### src/rtl/argmax_16_pkg.sv
// Shared layer package: default vector length, data width and the signed data word.
package argmax_16_pkg;
    localparam int ARGMAX_M    = 16;
    localparam int ARGMAX_W    = 16;
    localparam int ARGMAX_IDXW = $clog2(ARGMAX_M);

    typedef logic signed [ARGMAX_W-1:0] data_t;
endpackage

### src/rtl/argmax_16.sv
// Streaming argmax: folds M signed elements per vector into (index, value) of the maximum,
// with a one-deep result register that lets the next vector collect while a result is pending.
module argmax_16
    import argmax_16_pkg::*;
#(
    parameter int M = ARGMAX_M,
    parameter int W = ARGMAX_W
) (
    input  logic                        clk,
    input  logic                        reset,
    input  logic                        s_valid,
    output logic                        s_ready,
    input  logic signed [W-1:0]         data_in,
    output logic                        m_valid,
    input  logic                        m_ready,
    output logic [$clog2(M)-1:0]        idx_out,
    output logic signed [W-1:0]         max_out
);
    localparam int IDXW = $clog2(M);

    logic [IDXW-1:0]     cnt;
    logic [IDXW-1:0]     run_idx;
    logic signed [W-1:0] run_max;

    logic                last;
    logic                accept;
    logic                take_new;
    logic [IDXW-1:0]     nxt_idx;
    logic signed [W-1:0] nxt_max;

    // Only the last element can stall, and only while the previous result is still unclaimed.
    always_comb begin
        last     = (cnt == IDXW'(M - 1));
        s_ready  = !(last && m_valid && !m_ready);
        accept   = s_valid && s_ready;
        take_new = (cnt == '0) || (data_in > run_max);
        nxt_max  = take_new ? data_in : run_max;
        nxt_idx  = take_new ? cnt : run_idx;
    end

    always_ff @(posedge clk or posedge reset) begin
        if (reset) begin
            cnt     <= '0;
            run_idx <= '0;
            run_max <= '0;
            m_valid <= 1'b0;
            idx_out <= '0;
            max_out <= '0;
        end else begin
            if (accept) begin
                cnt     <= last ? '0 : cnt + 1'b1;
                run_idx <= nxt_idx;
                run_max <= nxt_max;
            end
            // A new result overrides the handshake clear, so back-to-back results have no bubble.
            if (accept && last) begin
                m_valid <= 1'b1;
                idx_out <= nxt_idx;
                max_out <= nxt_max;
            end else if (m_valid && m_ready) begin
                m_valid <= 1'b0;
            end
        end
    end
endmodule
### config.mk
export PLATFORM = sky130hd
export DESIGN_NAME = argmax_16
export DESIGN_NICKNAME = d
export VERILOG_FILES = /design/src/rtl/argmax_16_pkg.sv /design/src/rtl/argmax_16.sv
export SDC_FILE = /design/constraint.sdc
export NUM_CORES = 1
export LEC_CHECK = 0
export CAP_MARGIN = 30
export CORE_UTILIZATION = 49
export DETAILED_ROUTE_END_ITERATION = 7
export GPL_ROUTABILITY_DRIVEN = 1
export PLACE_DENSITY = 0.79
export SLEW_MARGIN = 5
export SYNTH_ARGS = -nofsm -noshare
export SYNTH_HDL_FRONTEND = slang
export SYNTH_SLANG_ARGS = --single-unit
export TNS_END_PERCENT = 100
### constraint.sdc
create_clock -name clk -period 2.51 [get_ports clk]
set_input_delay 0.251 -clock clk [delete_from_list [all_inputs] [get_ports clk]]
set_output_delay 0.251 -clock clk [all_outputs]
set_load 0.01 [all_outputs]
==> results of run 1 <==
-- sequential cells by signal, indices dropped and copies added (netlist names) --
signal / count
cnt: 4
idx_out: 4
m_valid: 1
max_out: 16
run_idx: 4
run_max: 16
-- stage by stage --
stage | setup slack (ns) | hold WS [ns] | TNS (ns) | std cells | power [mW]
3_3_place_gp | -0.203 | 0.479 | -6.56 | 409 | 3.67
6_report | 0.0642 | 0.153 | 0 | 418 | 4.36
2_1_floorplan | 0.0368 | 0.387 | 0 | 284 | 2.90
4_1_cts | 0.0768 | 0.152 | 0 | 418 | 4.28
5_1_grt | -0.0238 | 0.166 | -0.0807 | 418 | 4.71
3_5_place_dp | -0.235 | 0.479 | -7.75 | 410 | 3.77
-- worst min path at each step --
stage | end | start | slack, ns
6_report | run_max[6] | reset | 0.15
5_1_grt | run_max[6] | reset | 0.17
3_5_place_dp | m_valid | reset | 0.48
2_1_floorplan | cnt[0] | s_valid | 0.39
4_1_cts | run_max[6] | reset | 0.15
3_3_place_gp | run_idx[2] | run_idx[2] | 0.48
-- critical path, delay by kind of cell --
kind	cells	cell delay, ns
simple gates	3	0.82
buf+inv	2	0.62
compound gates	2	0.42
fa+ha+maj	1	0.33
mux	1	0.21
-- where the power goes --
part	internal (mW)	total (mW)	switching (mW)
combinational	1.32	2.56	1.23
clock	0.249	0.502	0.253
sequential	1.09	1.30	0.220
total	2.66	4.36	1.71
-- cell families (layout without fill, tap and decap cells) --
logic type                 Yosys count  after routing
adders and majority gates           18             18
and+or+nand+nor                     71             71
buffers and inverters               51            115
xor gates and xnor gates             1              1
DFF                                 45             45
AOI/OAI and AO/OA                   80             80
muxes                               18             18
-- cell usage in the layout (no fill, tap or decap), drive strengths merged, types with 5 or more instances in the layout --
cell type      instances
dfrtp                 45
clkdlybuf4s50         39
inv                   33
nand2                 32
buf                   32
nor2                  24
o211ai                20
a31oi                 20
o22a                  19
ha                    18
mux2i                 15
clkbuf                 7
o21ai                  6
a21oi                  6
nand4                  5
-- area by class of cell --
type                            count  area (um^2)  share of cell area
Sequential cell                    45         1130               0.316
Clock buffer                        7         96.3              0.0270
Multi-Input combinational cell    188         1420               0.397
Timing Repair Buffer               73          704               0.198
Inverter                           34          128              0.0358
Tap cell                           70         87.6              0.0246
Clock inverter                      1         5.00             0.00140
-- timing repair --
item | 4_1_cts | 5_1_grt
setup buffers | 0 | 0
gates resized for setup | 0 | 11
setup endpoints to repair | 0 | 14
-- routing by layer --
| layer | part of all wire | track usage | wire length [um] | vias up |
|---|---|---|---|---|
| met5 | 0 | 0 | 0 | - |
| met4 | 0.013 | 0.0692 | 86 | 0 |
| met3 | 0.037 | 0.0407 | 237 | 7 |
| met2 | 0.49 | 0.409 | 3130 | 50 |
| met1 | 0.46 | 0.302 | 2960 | 1157 |
| li1 | - | - | - | 1136 |
==> impl_metrics.tcl, run 1 <==
set metrics [dict create \
    fmax_mhz 409 \
    fin_area_um2 3560 \
    status "complete, no violations" \
    min_period_over_period 0.974 \
    synth.most_common_cell "dfrtp_1" \
    die_w_um 76.3 \
    synth_nets 322 \
    diodes 0 \
    via_per_inst 5.62 \
    ys.flop_type "dfrtp_1" \
    gp_congestion 0.804 \
    drt_wl_total_um 6420 \
    crit_fanout 6 \
    hold_viol 0 \
    hp-class "input port to async pin" \
    antenna_found_initial 0 \
    ctsLongestPathBuffers 2 \
    synthesis.area_um2 2710 \
    critPathCaptureType "flip-flop" \
    postSynthCellCount 284 \
    vias 2350 \
    period_minus_slack_ns 2.45 \
    clkTransAtPathRegs_ns 0.09 \
    grt_start_max_net_pins 41 \
    clock-skew-final_ns 0.00457 \
    r2r-start "run_max[1]" \
    area_growth_pct 31.7 \
    slew_violations 0 \
    critical_path_class "input port to flip-flop" \
    synthSimpleGateAreaFrac 0.123 \
    cts_buffers 5 \
    initial_utilization 0.520 \
    cts_sinks 45 \
    r2r.worst_path.cells 9 \
    synth_top_family_by_area "compound AO/OA/AOI/OAI gates" \
    postPlaceCellArea_um2 3390 \
    worstPathCellList "clkdlybuf4s50_1, ha_1, nand4_1, or4_4, nand2_1, o21a_1, o22a_4, buf_4, mux2i_2" \
    worstReg2RegEnd "run_max[7]" \
    setup_viol 0 \
    clock_latency_ns 0.30 \
    nets 385 \
    p_per_area_nw_per_um2 1220 \
    yosys-top-cells-count "45 x dfrtp_1, 34 x inv_1, 32 x nand2_1" \
    synth_edf_count 0 \
    ys_warn_count 0 \
    synth_top_area_share 0.416 \
    root_buffer "clkbuf_8" \
    io_pins 42 \
    drc_errors 0 \
    synthMuxAreaShare 0.0722 \
    h-tree-depth 2 \
    crit_start "data_in[1]" \
    fillerInstances 427 \
    synthAdderAreaFrac 0.0833 \
    drt-initial-drc-count 110 \
    rows 26 \
    synth_cell_type_count 38 \
    drt_pass1_iterations 4 \
    synthXorXnorAreaFrac 0.00324 \
    drive_gt1_frac 0.164 \
    r2r_slack_ns 0.11 \
    fp.coreArea_um2 5200 \
    async_flop_share 1.00 \
    synth_top_area_cell "dfrtp_1" \
    syn_area_per_cell_um2 9.52 \
    cap_violations 0 \
    ys_seq_area_frac 0.416 \
    arrival_ns 2.67 \
    grt_use_total 0.236 \
    place_hpwl_um 4500 \
    cp-start-kind "input port" \
    synth_compound_area_frac 0.219 \
    synth_area_leaders "dfrtp_1 42%, ha_1 8.3%, o22a_1 5.8%" \
    die_y_um 76.3 \
    routedWlPerCell_um 15.4 \
    grt_pass1_wl_um 11000 \
    utilization 0.684 \
    synth.ff_latch_count 45 \
    ir_drop_mv 0.647 \
    worst_pin_slew_ns 0.436 \
    slowest_delay_ns 0.57 \
    drtAntennaViolNets 0 \
    portBuffers 41 \
    p_leak_nw 1.70 \
    grt_pass1_vias 2364 \
    postCtsHoldBufs 0 \
    relSlewSlack 0.707 \
    globalRouteOverflowTotal 0 \
    critPathRequiredTime_ns 2.73 \
    crit_end "run_max[7]" \
    cpMaxStageDelayCell "or4_4" \
    die_area_um2 5820 \
    cts_tree "done" \
]
Note: power is estimated with default switching activity, not from simulation.
==> inputs of run 2 (changes only) <==
--- a/config.mk
+++ b/config.mk
@@ -6,6 +6,7 @@
 export NUM_CORES = 1
 export LEC_CHECK = 0
 export CAP_MARGIN = 30
+export CORE_MARGIN = 4
 export CORE_UTILIZATION = 49
 export DETAILED_ROUTE_END_ITERATION = 7
 export GPL_ROUTABILITY_DRIVEN = 1
==> run 2 against run 1 <==
Compared with the run above: worst setup slack about the same; highest routed layer unchanged; sequential power about the same; via count decreased by 1.9%; non-clock buffer count decreased by 5; global-route usage decreased by 3.7 points; combinational power decreased by 4%; flip-flop and latch count unchanged.
==> impl_metrics.tcl, run 2 (synthesis results as in run 1) <==
set metrics [dict create \
    drtAntennaViolNets 0 \
    cap_violations 0 \
    critPathRequiredTime_ns 2.69 \
    period_minus_slack_ns 2.45 \
    dp.cells 405 \
    drc_errors 0 \
    drt_wl_total_um 6030 \
    cts_buffers 5 \
    fmax_mhz 409 \
    die_area_um2 6770 \
    critPathCaptureType "flip-flop" \
    gp_congestion 0.798 \
    slew_violations 0 \
    vias 2306 \
    final_common_cell "dfrtp_1" \
    instances_no_fill 413 \
    area_growth_pct 28.2 \
    grt_start_max_net_pins 37 \
    cts_sinks 45 \
    rows 26 \
    place_hpwl_um 4480 \
    cp-start-kind "input port" \
    antenna_found_initial 0 \
    slowest_delay_ns 0.45 \
    die_w_um 82.3 \
    cts_tree "done" \
    drive_gt1_frac 0.134 \
    status "complete, no violations" \
    arrival_ns 2.63 \
    largest_registers "max_out: 16 flops, run_max: 16 flops" \
    routedWlPerCell_um 14.6 \
    worstPathCellList "clkdlybuf4s50_1, ha_1, nand4_4, nor3_2, a2111oi_2, buf_4, o21a_1, o22a_4, buf_12, a32o_1" \
    relSlewSlack 0.434 \
    ctsLongestPathBuffers 2 \
    fillerInstances 455 \
    h-tree-depth 2 \
    critPathTopFamily "compound AO/OA/AOI/OAI gates" \
    critical_path_class "input port to flip-flop" \
    via_per_inst 5.58 \
    crit_buf_inv 3 \
    hp-class "input port to async pin" \
    nets 380 \
    r2r.worst_path.cells 10 \
    ir_drop_mv 0.680 \
    layout_common_cells "45 x dfrtp_1, 41 x clkdlybuf4s50_1, 33 x inv_1, 32 x nand2_1, 23 x nor2_1" \
    io_pins 42 \
    postCtsHoldBufs 0 \
    grt_use_total 0.199 \
    min_period_over_period 0.974 \
    clkTransAtPathRegs_ns 0.08 \
    die_y_um 82.3 \
    initial_utilization 0.516 \
    clock_latency_ns 0.29 \
    drt_pass1_iterations 4 \
    crit_fanout 7 \
    utilization 0.662 \
    p_per_area_nw_per_um2 1220 \
    worst_pin_slew_ns 0.845 \
    cp.depth 10 \
    fp.coreArea_um2 5240 \
    root_buffer "clkbuf_8" \
    grt_pass1_wl_um 10400 \
    hold_viol 0 \
    hold_ws_ns 0.324 \
    cpMaxStageDelayCell "clkdlybuf4s50_1" \
    diodes 0 \
    globalRouteOverflowTotal 0 \
    grt_pass1_vias 2352 \
    p_leak_nw 1.64 \
    drt-initial-drc-count 71 \
    clock-skew-final_ns 0.00631 \
    rsz0062_at_grt "yes" \
    setup_viol 0 \
    portBuffers 41 \
]
## run 2: changes by cell type in the layout (fill, tap and decap cells not counted), sizes merged
cell / previous run / this run
buf: 32 / 27
clkbuf: 7 / 8
clkdlybuf4s50: 39 / 41
dlymetal6s2s: 2 / 0
clkinv: 2 / 1
## run 2: area by class of cell
| cell class | instances | area [um^2] | area share |
|---|---|---|---|
| Sequential cell | 45 | 1130 | 0.325 |
| Timing Repair Buffer | 68 | 667 | 0.192 |
| Tap cell | 70 | 87.6 | 0.0253 |
| Clock buffer | 8 | 80.1 | 0.0231 |
| Inverter | 34 | 128 | 0.0368 |
| Multi-Input combinational cell | 188 | 1380 | 0.398 |
## run 2: routing by layer
layer,global-route usage,part of all wire,up-vias
met3,0.0423,0.041,9
met2,0.359,0.49,43
met5,0,0,-
met4,0.0498,0.012,0
met1,0.240,0.45,1125
li1,-,-,1129
## run 2: stage by stage
step,power [mW],area [um^2],TNS [ns],worst slack (ns)
global route,4.56,3470,-0.0134,-0.0102
CTS,4.20,3440,0,0.0471
finish,4.21,3470,0,0.0644
floorplan,2.90,2710,0,0.0368
global placement,3.67,3360,-5.83,-0.197
detailed placement,3.76,3360,-7.08,-0.250
## run 2: timing repair
action | in CTS | in global routing
gates resized for setup | 0 | 5
buffers inserted | 0 | 0
endpoints found under the hold margin | 0 | 0
setup endpoints to repair | 0 | 33
## run 2: where the power goes
group | total, mW | leakage (nW) | internal [mW] | switching (mW)
Clock | 0.432 | 0.0395 | 0.198 | 0.234
Sequential | 1.31 | 0.535 | 1.09 | 0.222
Combinational | 2.47 | 1.07 | 1.28 | 1.19
## run 2: path summary, 6_finish.rpt
check	start	to	slack (ns)
max in group asynchronous	reset	max_out[11]	1.65
worst min register to register	run_idx[3]	run_idx[3]	0.50
worst max register to register	run_max[15]	run_idx[2]	0.09
worst min-delay path	reset	run_max[5]	0.32
min in group clk	run_idx[3]	run_idx[3]	0.50
worst max-delay path	data_in[15]	run_idx[2]	0.06
